`config.mk`:
```
export PLATFORM = sky130hd
export DESIGN_NAME = pulse_train_gen
export DESIGN_NICKNAME = d
export VERILOG_FILES = /design/src/rtl/pulse_train_gen.sv
export SDC_FILE = /design/constraint.sdc
export NUM_CORES = 1
export LEC_CHECK = 0
export BUFFER_PORTS_ARGS = -buffer_cell sky130_fd_sc_hd__buf_2
export CAP_MARGIN = 20
export CORE_UTILIZATION = 45
export DETAILED_ROUTE_END_ITERATION = 8
export GPL_TIMING_DRIVEN = 0
export MAX_ROUTING_LAYER = met4
export RECOVER_POWER = 25
export SLEW_MARGIN = 20
export SYNTH_ARGS = -nofsm -noshare
export SYNTH_HDL_FRONTEND = slang
export SYNTH_SLANG_ARGS = --single-unit
```
`constraint.sdc`:
```
create_clock -name clk -period 2.3 [get_ports clk]
set_input_delay 0 -clock clk [delete_from_list [all_inputs] [get_ports clk]]
set_output_delay 0 -clock clk [all_outputs]
set_load 0.02 [all_outputs]
```
`src/rtl/pulse_train_gen.sv`:
```
// Bounce-free pulse train generator: emits req_count pulses of HIGH_CYCLES high /
// LOW_CYCLES low on a registered output, with abort and one-cycle done.
module pulse_train_gen #(
  parameter int HIGH_CYCLES = 1000,
  parameter int LOW_CYCLES  = 1000,
  parameter int COUNT_WIDTH = 8
) (
  input  logic                   clk,
  input  logic                   rst,
  input  logic                   req_valid,
  input  logic [COUNT_WIDTH-1:0] req_count,
  output logic                   req_ready,
  input  logic                   abort,
  output logic                   busy,
  output logic                   done,
  output logic                   out
);

  localparam int MAXC = (HIGH_CYCLES > LOW_CYCLES) ? HIGH_CYCLES : LOW_CYCLES;
  localparam int TW   = $clog2(MAXC + 1);

  localparam logic [TW-1:0]          H_LAST = TW'(HIGH_CYCLES - 1);
  localparam logic [TW-1:0]          L_LAST = TW'(LOW_CYCLES - 1);
  localparam logic [TW-1:0]          T_ONE  = TW'(1);
  localparam logic [COUNT_WIDTH-1:0] R_ONE  = COUNT_WIDTH'(1);

  typedef enum logic [1:0] {IDLE, HIGH, LOW} state_e;

  state_e                 state_q, state_d;
  logic [TW-1:0]          timer_q, timer_d;
  logic [COUNT_WIDTH-1:0] rem_q,   rem_d;
  logic                   out_q,   out_d;
  logic                   done_q,  done_d;

  always_ff @(posedge clk) begin
    if (rst) begin
      state_q <= IDLE;
      timer_q <= '0;
      rem_q   <= '0;
      out_q   <= 1'b0;
      done_q  <= 1'b0;
    end else begin
      state_q <= state_d;
      timer_q <= timer_d;
      rem_q   <= rem_d;
      out_q   <= out_d;
      done_q  <= done_d;
    end
  end

  // Abort collapses the train into a single final low phase (remaining=1),
  // so the line always sees a full LOW_CYCLES low before the next request.
  always_comb begin
    state_d = state_q;
    timer_d = timer_q;
    rem_d   = rem_q;
    done_d  = 1'b0;
    case (state_q)
      IDLE: begin
        if (req_valid) begin
          if (req_count == '0) begin
            done_d = 1'b1;
          end else begin
            state_d = HIGH;
            timer_d = '0;
            rem_d   = req_count;
          end
        end
      end
      HIGH: begin
        if (abort) begin
          state_d = LOW;
          timer_d = '0;
          rem_d   = R_ONE;
        end else if (timer_q == H_LAST) begin
          state_d = LOW;
          timer_d = '0;
        end else begin
          timer_d = timer_q + T_ONE;
        end
      end
      LOW: begin
        if (abort) begin
          state_d = LOW;
          timer_d = '0;
          rem_d   = R_ONE;
        end else if (timer_q == L_LAST) begin
          timer_d = '0;
          if (rem_q <= R_ONE) begin
            state_d = IDLE;
            rem_d   = '0;
            done_d  = 1'b1;
          end else begin
            state_d = HIGH;
            rem_d   = rem_q - R_ONE;
          end
        end else begin
          timer_d = timer_q + T_ONE;
        end
      end
      default: begin
        state_d = IDLE;
        timer_d = '0;
        rem_d   = '0;
      end
    endcase
    out_d = (state_d == HIGH);
  end

  always_comb begin
    busy      = (state_q != IDLE);
    req_ready = (state_q == IDLE);
    out       = out_q;
    done      = done_q;
  end

endmodule

```
==> insert_results.sql, run 1 <==
INSERT INTO impl_metrics (metric_group, metric, value, unit) VALUES
('grt', 'wire_length_of_the_first_global_routing_pass', '5.15', 'mm'),
('setup_path', 'reg2reg_setup_slack', '390', 'ps'),
('die', 'num_rows', '19', ''),
('die', 'floorplan.initialDensity', '0.481', ''),
('grt', 'grtUsageTotal', '0.211', ''),
('pwr', 'static-leakage-power', '0.568', 'nW'),
('setup_path', 'path_class', 'register to primary output', ''),
('layout', 'diodes', '0', ''),
('yosys', 'synth.most_common_cell', 'dfxtp_1', ''),
('setup_path', 'critPathCaptureType', 'primary output', ''),
('yosys', 'synth_seq_cells', '22', ''),
('detailed_routing', 'detail_routed_via_count_per_cell', '5.79', ''),
('yosys', 'synthTopCellsByArea', 'dfxtp_1 33%, xnor2_1 7.2%, ha_1 6.5%', ''),
('detailed_routing', 'drc_errors', '0', ''),
('die', 'core-area', '2780', 'µm²'),
('setup_path', 'worst-path-max-fanout', '10', ''),
('layout', 'drive_gt1_frac', '0.157', ''),
('yosys', 'synth-async-reset-ratio', '0', ''),
('layout', 'finalNetCount', '192', ''),
('job', 'timing.max_cap.violations', '0', ''),
('pwr', 'power_frac_clock', '0.215', ''),
('clock_tree', 'tritoncts_clock_tree', 'done', ''),
('pwr', 'internal_power', '0.648', 'mW'),
('grt', 'grt.overflow.total', '0', ''),
('pwr', 'net-switching-power', '0.346', 'mW'),
('yosys', 'sequential_fraction_of_the_synthesis_area', '0.329', ''),
('status', 'outcome', 'complete, but fails checks', ''),
('clock_tree', 'cts_max_path_buffers', '2', ''),
('status', 'failed_checks', 'hold timing', ''),
('yosys', 'syn-mean-instance-area', '8.86', 'µm²'),
('timing', 'rsz0062_at_grt', 'no', ''),
('layout', 'syn_to_final_growth', '12.2', '%'),
('setup_path', 'worst-endpoint-required', '2300', 'ps'),
('timing', 'final.setup_skew', '4.88', 'ps'),
('yosys', 'yosys.area.top_type', 'dfxtp_1', ''),
('detailed_routing', 'drt-wirelength-per-cell', '14.8', 'µm'),
('detailed_routing', 'vias', '1176', ''),
('pwr', 'power.total', '0.994', 'mW'),
('place', 'io_buffers', '15', ''),
('timing', 'timing.fmax', '0.519', 'GHz'),
('yosys', 'yosys_warnings', '0', ''),
('clock_tree', 'post_cts_hold_buffer_count', '2', ''),
('grt', 'grt_antenna_before_repair', '0', ''),
('yosys', 'synth_commonest_cells', '22 x dfxtp_1, 14 x nor2_1, 11 x xnor2_1', ''),
('layout', 'layoutNonFillerInstCount', '203', ''),
('clock_tree', 'tritoncts_num_sinks', '22', ''),
('timing', 'worstMarginPinSlew', '580', 'ps'),
('grt', 'first_global_vias', '1133', ''),
('clock_tree', 'post_cts_sizing', '0', ''),
('timing', 'finalCritPeriodShare', '0.838', ''),
('die', 'die_w', '56.5', 'µm'),
('timing', 'final_report_hold_violation_count', '1', ''),
('detailed_routing', 'drt-initial-drc-count', '61', ''),
('yosys', 'syn-num-nets', '170', ''),
('yosys', 'synth-edff-count', '0', ''),
('timing', 'timing.final.max_slew_violations', '0', ''),
('clock_tree', 'cts_made_buffers', '3', ''),
('timing', 'hold-worst-slack', '-1.45', 'ps'),
('clock_tree', 'cts_root_buffer', 'clkbuf_4', ''),
('detailed_routing', 'route.final.wire_length', '3.00', 'mm'),
('detailed_routing', 'ant_nets', '0', ''),
('clock_tree', 'postCtsSetupRepairBufs', '0', ''),
('detailed_routing', 'drtPass1Iterations', '4', ''),
('yosys', 'syn_inst', '151', ''),
('die', 'die_y', '56.5', 'µm'),
('place', 'gp_congestion', '0.852', ''),
('pwr', 'swShare', '0.348', ''),
('setup_path', 'critical_path_startpoint_category', 'register', ''),
('clock_tree', 'clk-insertion-delay-late', '310', 'ps'),
('yosys', 'synth_cell_type_count', '46', ''),
('pwr', 'vdd_ir_drop_max', '0.000473', 'V');
[cells in the final DEF (no fill, tap or decap), types with 2 or more instances in the layout]
cell type / count
dlygate4sd3_1: 2
and2_1: 2
nand4_1: 2
o2bb2ai_1: 8
clkbuf_4: 3
clkbuf_1: 4
a21oi_1: 7
xor2_1: 2
nand2_1: 9
buf_6: 3
ha_1: 7
a22oi_1: 6
or4_1: 3
nor2_1: 14
nor3_1: 2
xnor2_1: 11
inv_1: 9
o21bai_1: 3
a2111oi_0: 3
nand3_1: 9
dfxtp_1: 22
nor4_1: 2
buf_2: 12
[sequential cells by signal, indices dropped and copies added, names as in the netlist]
register / flops
done: 1
rem_q: 8
out: 1
timer_q: 10
state_q: 2
[logic make-up after synthesis]
family / after synthesis / share of synthesized area
AND/OR/NAND/NOR: 54 / 0.221
AO/OA/AOI/OAI: 41 / 0.240
flip-flops: 22 / 0.329
buffers and inverters: 14 / 0.0589
XOR/XNOR: 13 / 0.0851
adder cells (fa/ha/maj): 7 / 0.0655
[power by group through the flow]
stage | sequential (mW) | clock (mW) | combinational (mW)
final | 0.452 | 0.214 | 0.328
after global placement | 0.458 | 0 | 0.329
after CTS | 0.453 | 0.220 | 0.336
after detailed placement | 0.462 | 0 | 0.331
after global routing | 0.459 | 0.235 | 0.374
after floorplan | 0.455 | 0 | 0.253
[worst paths after layout]
path	depth (start not counted)	endpoint	startpoint
max reg2reg	5	rem_q[2]	rem_q[2]
min reg2reg	1	rem_q[3]	rem_q[3]
min	3	rem_q[3]	req_count[3]
max	6	busy	state_q[0]
[area by class of cell]
class	count	area (µm²)	share of cell area
buffer	5	45.0	0.0300
multi-input combinational	115	815	0.543
sequential	22	440	0.294
inverter	9	33.8	0.0225
timing repair buffer	17	91.3	0.0609
clock buffer	4	36.3	0.0242
tap	31	38.8	0.0259
[layer usage]
| layer | GRT usage | part of all wire | wire length (µm) | up-vias |
|---|---|---|---|---|
| met5 | - | 0 | 0 | - |
| met4 | 0.0557 | 0.0027 | 8 | 0 |
| met3 | 0.0438 | 0.029 | 86 | 2 |
| met2 | 0.348 | 0.51 | 1520 | 25 |
| met1 | 0.262 | 0.46 | 1380 | 548 |
| li1 | - | - | - | 601 |
[worst max-delay path: stages, from the launching register on]
cell and delay [ps]:
dfxtp_1 370, inv_1 110, ha_1 310, buf_6 180
clkbuf_1 390, inv_1 80, buf_2 170
[through the flow]
stage / setup WS (ps) / util / area (µm²)
4_1_cts: 358 / 0.542 / 1510
2_1_floorplan: 539 / - / 1340
5_1_grt: 187 / 0.539 / 1500
3_3_place_gp: 462 / 0.522 / 1450
6_report: 373 / 0.539 / 1500
3_5_place_dp: 439 / 0.522 / 1450
No activity file was read; power rests on OpenSTA's default activity.
==> run 2, diff against run 1 <==
Settings changed: PLACE_DENSITY set to 0.67.
Clock period 2.3 ns to 1.72 ns, I/O delays scaled along.
==> run 2 against run 1 <==
The run ends with setup timing left. Count of clock-buffer cells in the layout shrank 1. Sequential share of layout area shrank 0.37 points. Total power up 34%. Sequential power is 35% higher. Routed wire length up 3.9%. Clock skew up 17 ps. Critical path depth decreased by 1. Global-route usage decreased by 0.35 points. Utilization is 1.9 points higher. Die area is the same. Via count up 2.4%. Largest power group unchanged.
==> insert_results.sql, run 2 (synthesized netlist as in run 1, its figures left out) <==
INSERT INTO impl_metrics (metric_group, metric, value, unit) VALUES
('status', 'outcome', 'complete, but fails checks', ''),
('status', 'failed_checks', 'setup timing', ''),
('layout', 'regMostFlops', 'timer_q', ''),
('layout', 'diodes', '0', ''),
('timing', 'slew_headroom', '0.629', ''),
('grt', 'grt_antenna_before_repair', '0', ''),
('die', 'num_rows', '19', ''),
('grt', 'grtUsageTotal', '0.208', ''),
('place', 'dp.final_hpwl', '2.24', 'mm'),
('setup_path', 'critical_path_arrival', '1990', 'ps'),
('die', 'floorplan.initialDensity', '0.481', ''),
('setup_path', 'worst-endpoint-required', '1930', 'ps'),
('clock_tree', 'cts_max_path_buffers', '2', ''),
('timing', 'final.setup_skew', '21.4', 'ps'),
('timing', 'timing.final.max_slew_violations', '0', ''),
('layout', 'layout_common_cells', '16 x dfxtp_1, 13 x nor2_1, 13 x buf_2', ''),
('timing', 'finalSetupViolations', '8', ''),
('setup_path', 'critical_path_startpoint_category', 'register', ''),
('detailed_routing', 'vias', '1204', ''),
('clock_tree', 'cts_root_buffer', 'clkbuf_4', ''),
('layout', 'regs_by_ff_count', 'timer_q x10, rem_q x8, state_q x2', ''),
('layout', 'final.fill_count', '263', ''),
('layout', 'largest_reg_flops', '10', ''),
('detailed_routing', 'detail_routed_via_count_per_cell', '5.93', ''),
('timing', 'finalCritPeriodShare', '1.03', ''),
('timing', 'finalCriticalPeriod', '1780', 'ps'),
('pwr', 'static-leakage-power', '0.574', 'nW'),
('setup_path', 'critPathCaptureType', 'register', ''),
('pwr', 'vdd_ir_drop_max', '0.000684', 'V'),
('place', 'post-place-cells', '197', ''),
('detailed_routing', 'drt-initial-drc-count', '42', ''),
('setup_path', 'worst-path-max-fanout', '9', ''),
('die', 'die_w', '56.5', 'µm'),
('timing', 'timing.fmax', '0.563', 'GHz'),
('die', 'io_pins', '16', ''),
('clock_tree', 'htreeDepth', '1', ''),
('timing', 'setup-tns-final', '-229', 'ps'),
('detailed_routing', 'drc_errors', '0', ''),
('layout', 'syn_to_final_growth', '16.2', '%'),
('timing', 'final_report_hold_violation_count', '0', ''),
('min_path', 'hold_removal_path_class', 'input port to register', ''),
('pwr', 'p_seq_frac', '0.457', ''),
('timing', 'rsz0062_at_grt', 'yes', ''),
('setup_path', 'path_class', 'register to register', ''),
('grt', 'first_global_vias', '1192', ''),
('timing', 'worst_slack', '-57.1', 'ps'),
('die', 'core-area', '2780', 'µm²'),
('pwr', 'internal_power', '0.856', 'mW'),
('detailed_routing', 'ant_nets', '0', ''),
('clock_tree', 'cts_made_buffers', '3', ''),
('clock_tree', 'clk_transition_reported_paths', '130', 'ps'),
('layout', 'finalNetCount', '193', ''),
('place', 'io_buffers', '15', ''),
('detailed_routing', 'drtPass1Iterations', '4', ''),
('clock_tree', 'tritoncts_num_sinks', '22', ''),
('die', 'die_y', '56.5', 'µm'),
('clock_tree', 'tritoncts_clock_tree', 'done', ''),
('grt', 'grt.overflow.total', '0', ''),
('layout', 'mostFrequentLayoutCell', 'dfxtp_1', ''),
('timing', 'hold-worst-slack', '18.3', 'ps'),
('grt', 'wire_length_of_the_first_global_routing_pass', '5.13', 'mm'),
('pwr', 'power_frac_clock', '0.174', ''),
('place', 'gp_congestion', '0.834', ''),
('job', 'timing.max_cap.violations', '0', ''),
('pwr', 'power_density', '861', 'nW/µm²'),
('timing', 'worstMarginPinSlew', '543', 'ps'),
('die', 'die-area', '3190', 'µm²'),
('layout', 'postLayoutCoreUtil', '0.559', ''),
('layout', 'layoutNonFillerInstCount', '203', ''),
('clock_tree', 'clk-insertion-delay-late', '310', 'ps'),
('detailed_routing', 'route.final.wire_length', '3.12', 'mm'),
('grt', 'largest_net_degree_at_the_start_of_global_routing', '12', ''),
('layout', 'drive_gt1_frac', '0.256', ''),
('pwr', 'comb_power_share', '0.369', ''),
('pwr', 'swShare', '0.360', ''),
('pwr', 'net-switching-power', '0.481', 'mW'),
('detailed_routing', 'drt-wirelength-per-cell', '15.3', 'µm');
[run 2: cell types whose count changed in the layout (fill, tap and decap cells not counted), moves of 2 or more]
cell / change
a2111oi_0: -2
clkbuf_1: -2
dfxtp_1: -6
dfxtp_2: +5
ha_1: -2
ha_4: +2
[run 2: critical path, stage by stage (launching register included)]
cell       delay [ps]
dfxtp_2           350
or4_4             560
o41a_1            340
buf_6             150
a2bb2oi_1         190
o22ai_1           110
[run 2: metal layers]
metal	share of wire	track usage
met2	0.46	0.318
met1	0.48	0.272
met5	0	-
met3	0.036	0.0507
met4	0.016	0.0592
[run 2: cell type report]
cell class / instances / area (µm²) / area share
Tap cell: 31 / 38.8 / 0.0250
Multi-Input combinational cell: 115 / 866 / 0.557
Buffer: 5 / 42.5 / 0.0274
Clock buffer: 3 / 22.5 / 0.0145
Sequential cell: 22 / 450 / 0.290
Timing Repair Buffer: 18 / 100 / 0.0644
Inverter: 9 / 33.8 / 0.0217
[run 2: through the flow]
stage | power (mW) | setup slack, ps | instance area (µm²)
floorplan | 0.946 | 17.5 | 1340
global placement | 1.05 | -92.7 | 1450
detailed placement | 1.06 | -130 | 1450
CTS | 1.32 | -59.4 | 1520
global route | 1.42 | -117 | 1550
finish | 1.34 | -57.1 | 1550
[run 2: timing repair]
item                                    CTS  global route
endpoints found under the setup margin   12            14
hold endpoints to repair                  3             0
pin swaps                                 1             1
setup buffers                             1             0
resized for setup                        10            12
cloned                                    0             0
hold buffers                              2             0
[run 2: path summary, 6_finish.rpt]
kind | startpoint | end | slack (ps) | cells past startpoint
hold / removal | req_count[0] | rem_q[0] | 20 | 3
hold reg to reg | rem_q[5] | rem_q[5] | 500 | 1
setup reg to reg | rem_q[5] | rem_q[2] | -60 | 5
setup / recovery | rem_q[5] | rem_q[2] | -60 | 5
[run 2: power by group through the flow]
stage	Combinational [mW]	Sequential (mW)	Clock (mW)
2_1_floorplan	0.338	0.608	0
5_1_grt	0.543	0.618	0.259
6_report	0.493	0.612	0.232
3_5_place_dp	0.445	0.615	0
4_1_cts	0.469	0.605	0.245
3_3_place_gp	0.436	0.612	0
==> run 3, diff against run 2 <==
Settings changed: SKIP_LAST_GASP set to 1.
==> run 3 against run 2 <==
The flow still finishes with violations (setup timing). Global-route usage rose by 0.099 points. First-iteration DRC count did not move. Clock power fell by 2%. Utilization did not move. Worst setup slack got worse by 3.7 ps. Register-to-register slack barely moved. Die area did not move. Final cell count did not move. Sequential share of layout area did not move. Maximum frequency fell by 0.21%. Combinational power barely moved. Via count fell by 0.50%. Largest power group unchanged.
==> insert_results.sql, run 3 (synthesized netlist as in run 1, its figures left out) <==
INSERT INTO impl_metrics (metric_group, metric, value, unit) VALUES
('detailed_routing', 'route.final.wire_length', '3.11', 'mm'),
('pwr', 'power_frac_clock', '0.171', ''),
('detailed_routing', 'vias', '1198', ''),
('status', 'outcome', 'complete, but fails checks', ''),
('place', 'io_buffers', '15', ''),
('pwr', 'vdd_ir_drop_max', '0.000679', 'V'),
('timing', 'timing.fmax', '0.562', 'GHz'),
('clock_tree', 'clk-insertion-delay-late', '310', 'ps'),
('timing', 'worst_slack', '-60.8', 'ps'),
('timing', 'hold-worst-slack', '23.5', 'ps'),
('die', 'num_rows', '19', ''),
('clock_tree', 'cts_root_buffer', 'clkbuf_4', ''),
('timing', 'finalCriticalPeriod', '1780', 'ps'),
('timing', 'final.setup_skew', '16.9', 'ps'),
('clock_tree', 'cts_made_buffers', '3', ''),
('detailed_routing', 'ant_nets', '0', ''),
('setup_path', 'reg2reg_setup_slack', '-60', 'ps'),
('layout', 'multi_input_comb_area', '866', 'µm²'),
('die', 'die_w', '56.5', 'µm'),
('grt', 'grt.overflow.total', '0', ''),
('clock_tree', 'tritoncts_num_sinks', '22', ''),
('detailed_routing', 'drt-wirelength-per-cell', '15.3', 'µm'),
('layout', 'mostFrequentLayoutCell', 'dfxtp_1', ''),
('min_path', 'min_path_cells', '3', ''),
('layout', 'regs_by_ff_count', 'timer_q x10, rem_q x8, state_q x2', ''),
('layout', 'drive_gt1_frac', '0.256', ''),
('setup_path', 'worst_r2r_endpoint', 'rem_q[2]', ''),
('pwr', 'p_seq_frac', '0.459', ''),
('timing', 'final_report_hold_violation_count', '0', ''),
('setup_path', 'path_class', 'register to register', ''),
('timing', 'finalCritPeriodShare', '1.04', ''),
('die', 'floorplan.initialDensity', '0.481', ''),
('detailed_routing', 'drtPass1Iterations', '4', ''),
('timing', 'worstMarginPinSlew', '550', 'ps'),
('layout', 'diodes', '0', ''),
('setup_path', 'critical_path.startpoint', 'rem_q[5]', ''),
('setup_path', 'cp_cell_instances', 'or4_4, o41a_1, buf_6, a2bb2oi_1, o22ai_1', ''),
('clock_tree', 'clk_transition_reported_paths', '120', 'ps'),
('pwr', 'swShare', '0.358', ''),
('layout', 'layout_common_cells', '16 x dfxtp_1, 13 x nor2_1, 13 x buf_2', ''),
('clock_tree', 'htreeDepth', '1', ''),
('layout', 'syn_to_final_growth', '16.2', '%'),
('status', 'failed_checks', 'setup timing', ''),
('grt', 'met2_usage', '0.319', ''),
('pwr', 'net-switching-power', '0.478', 'mW'),
('pwr', 'power_density', '858', 'nW/µm²'),
('setup_path', 'reg2regPathDepth', '5', ''),
('min_path', 'hold_end', 'rem_q[0]', ''),
('layout', 'final.fill_count', '263', ''),
('clock_tree', 'cts_max_path_buffers', '2', ''),
('timing', 'slew_headroom', '0.624', ''),
('die', 'core-area', '2780', 'µm²'),
('grt', 'first_global_vias', '1191', ''),
('detailed_routing', 'drt-initial-drc-count', '42', ''),
('clock_tree', 'tritoncts_clock_tree', 'done', ''),
('detailed_routing', 'drc_errors', '0', ''),
('job', 'timing.max_cap.violations', '0', ''),
('grt', 'grt.met1_usage', '0.275', ''),
('layout', 'layout.area.seq', '450', 'µm²'),
('setup_path', 'critPathMaxStageDelay', '560', 'ps'),
('timing', 'finalSetupViolations', '8', ''),
('grt', 'grt_antenna_before_repair', '0', ''),
('setup_path', 'critical_path_arrival', '1980', 'ps'),
('die', 'io_pins', '16', ''),
('place', 'gp_congestion', '0.834', ''),
('grt', 'gr-usage-met3', '0.0507', ''),
('setup_path', 'worst-path-max-fanout', '9', ''),
('setup_path', 'critical_path.n_buffers_inverters', '1', ''),
('pwr', 'internal_power', '0.856', 'mW'),
('layout', 'postLayoutCoreUtil', '0.559', ''),
('min_path', 'holdCritStartpoint', 'req_count[0]', ''),
('grt', 'grtUsageTotal', '0.209', ''),
('grt', 'grt.busiest_layer', 'met2', ''),
('setup_path', 'timing.critical_path.max_delay_family', 'compound AO/OA/AOI/OAI gates', ''),
('setup_path', 'critical_path_startpoint_category', 'register', ''),
('die', 'die_y', '56.5', 'µm'),
('setup_path', 'worst-endpoint-required', '1920', 'ps'),
('timing', 'timing.final.max_slew_violations', '0', ''),
('min_path', 'hold_removal_path_class', 'input port to register', ''),
('pwr', 'comb_power_share', '0.370', ''),
('place', 'dp.final_hpwl', '2.24', 'mm'),
('setup_path', 'rr_startpoint', 'rem_q[5]', ''),
('timing', 'rsz0062_at_grt', 'yes', ''),
('grt', 'wire_length_of_the_first_global_routing_pass', '5.15', 'mm'),
('pwr', 'static-leakage-power', '0.574', 'nW'),
('setup_path', 'critPathCaptureType', 'register', ''),
('detailed_routing', 'detail_routed_via_count_per_cell', '5.90', ''),
('layout', 'regMostFlops', 'timer_q', ''),
('layout', 'stdcell_area', '1550', 'µm²'),
('layout', 'largest_reg_flops', '10', ''),
('layout', 'finalNetCount', '193', ''),
('setup_path', 'critical_path.slowest_cell', 'or4_4', ''),
('place', 'postPlaceCellArea', '1450', 'µm²'),
('grt', 'largest_net_degree_at_the_start_of_global_routing', '12', ''),
('die', 'die-area', '3190', 'µm²');
-- run 3: area by class of cell --
cell class                 count  share of cell area
timing repair buffer          18              0.0644
clock buffer                   3              0.0145
tap                           31              0.0250
multi-input combinational    115               0.557
buffer                         5              0.0274
inverter                       9              0.0217
sequential                    22               0.290
-- run 3: through the flow --
step / setup TNS, ps / setup slack [ps] / instances / power, mW
after global placement: -422 / -92.7 / 197 / 1.05
after floorplan: 0 / 17.5 / 151 / 0.946
after CTS: -314 / -68.1 / 203 / 1.32
final: -236 / -60.8 / 203 / 1.33
after global routing: -870 / -120 / 203 / 1.42
after detailed placement: -649 / -130 / 197 / 1.06
-- run 3: how the worst max path moves through the flow --
| stage | to | slack, ps | cells past startpoint |
|---|---|---|---|
| final | rem_q[2] | -60 | 5 |
| after detailed placement | rem_q[0] | -130 | 5 |
| after floorplan | out | 20 | 6 |
| after CTS | out | -70 | 6 |
| after global placement | rem_q[0] | -90 | 5 |
| after global routing | out | -120 | 6 |
-- run 3: what timing repair did --
item	in CTS	in global routing
setup buffers	1	0
resized for setup	10	12
endpoints found under the hold margin	3	0
pin swaps	0	1
hold buffers	2	0
endpoints found under the setup margin	12	14
-- run 3: tightest hold or removal path, stage by stage --
cell	delay (ps)
buf_2	100
a221oi_1	80
o2bb2ai_1	130
-- run 3: layer usage --
| layer | part of all wire | wire length [µm] |
|---|---|---|
| met1 | 0.49 | 1520 |
| met2 | 0.47 | 1470 |
| met3 | 0.028 | 87 |
| met4 | 0.010 | 31 |
| met5 | 0 | 0 |
-- run 3: power groups by stage --
| stage | Sequential (mW) | Combinational (mW) | Clock, mW |
|---|---|---|---|
| after detailed placement | 0.615 | 0.445 | 0 |
| final | 0.612 | 0.493 | 0.228 |
| after floorplan | 0.608 | 0.338 | 0 |
| after global routing | 0.618 | 0.543 | 0.259 |
| after CTS | 0.605 | 0.469 | 0.245 |
| after global placement | 0.612 | 0.436 | 0 |
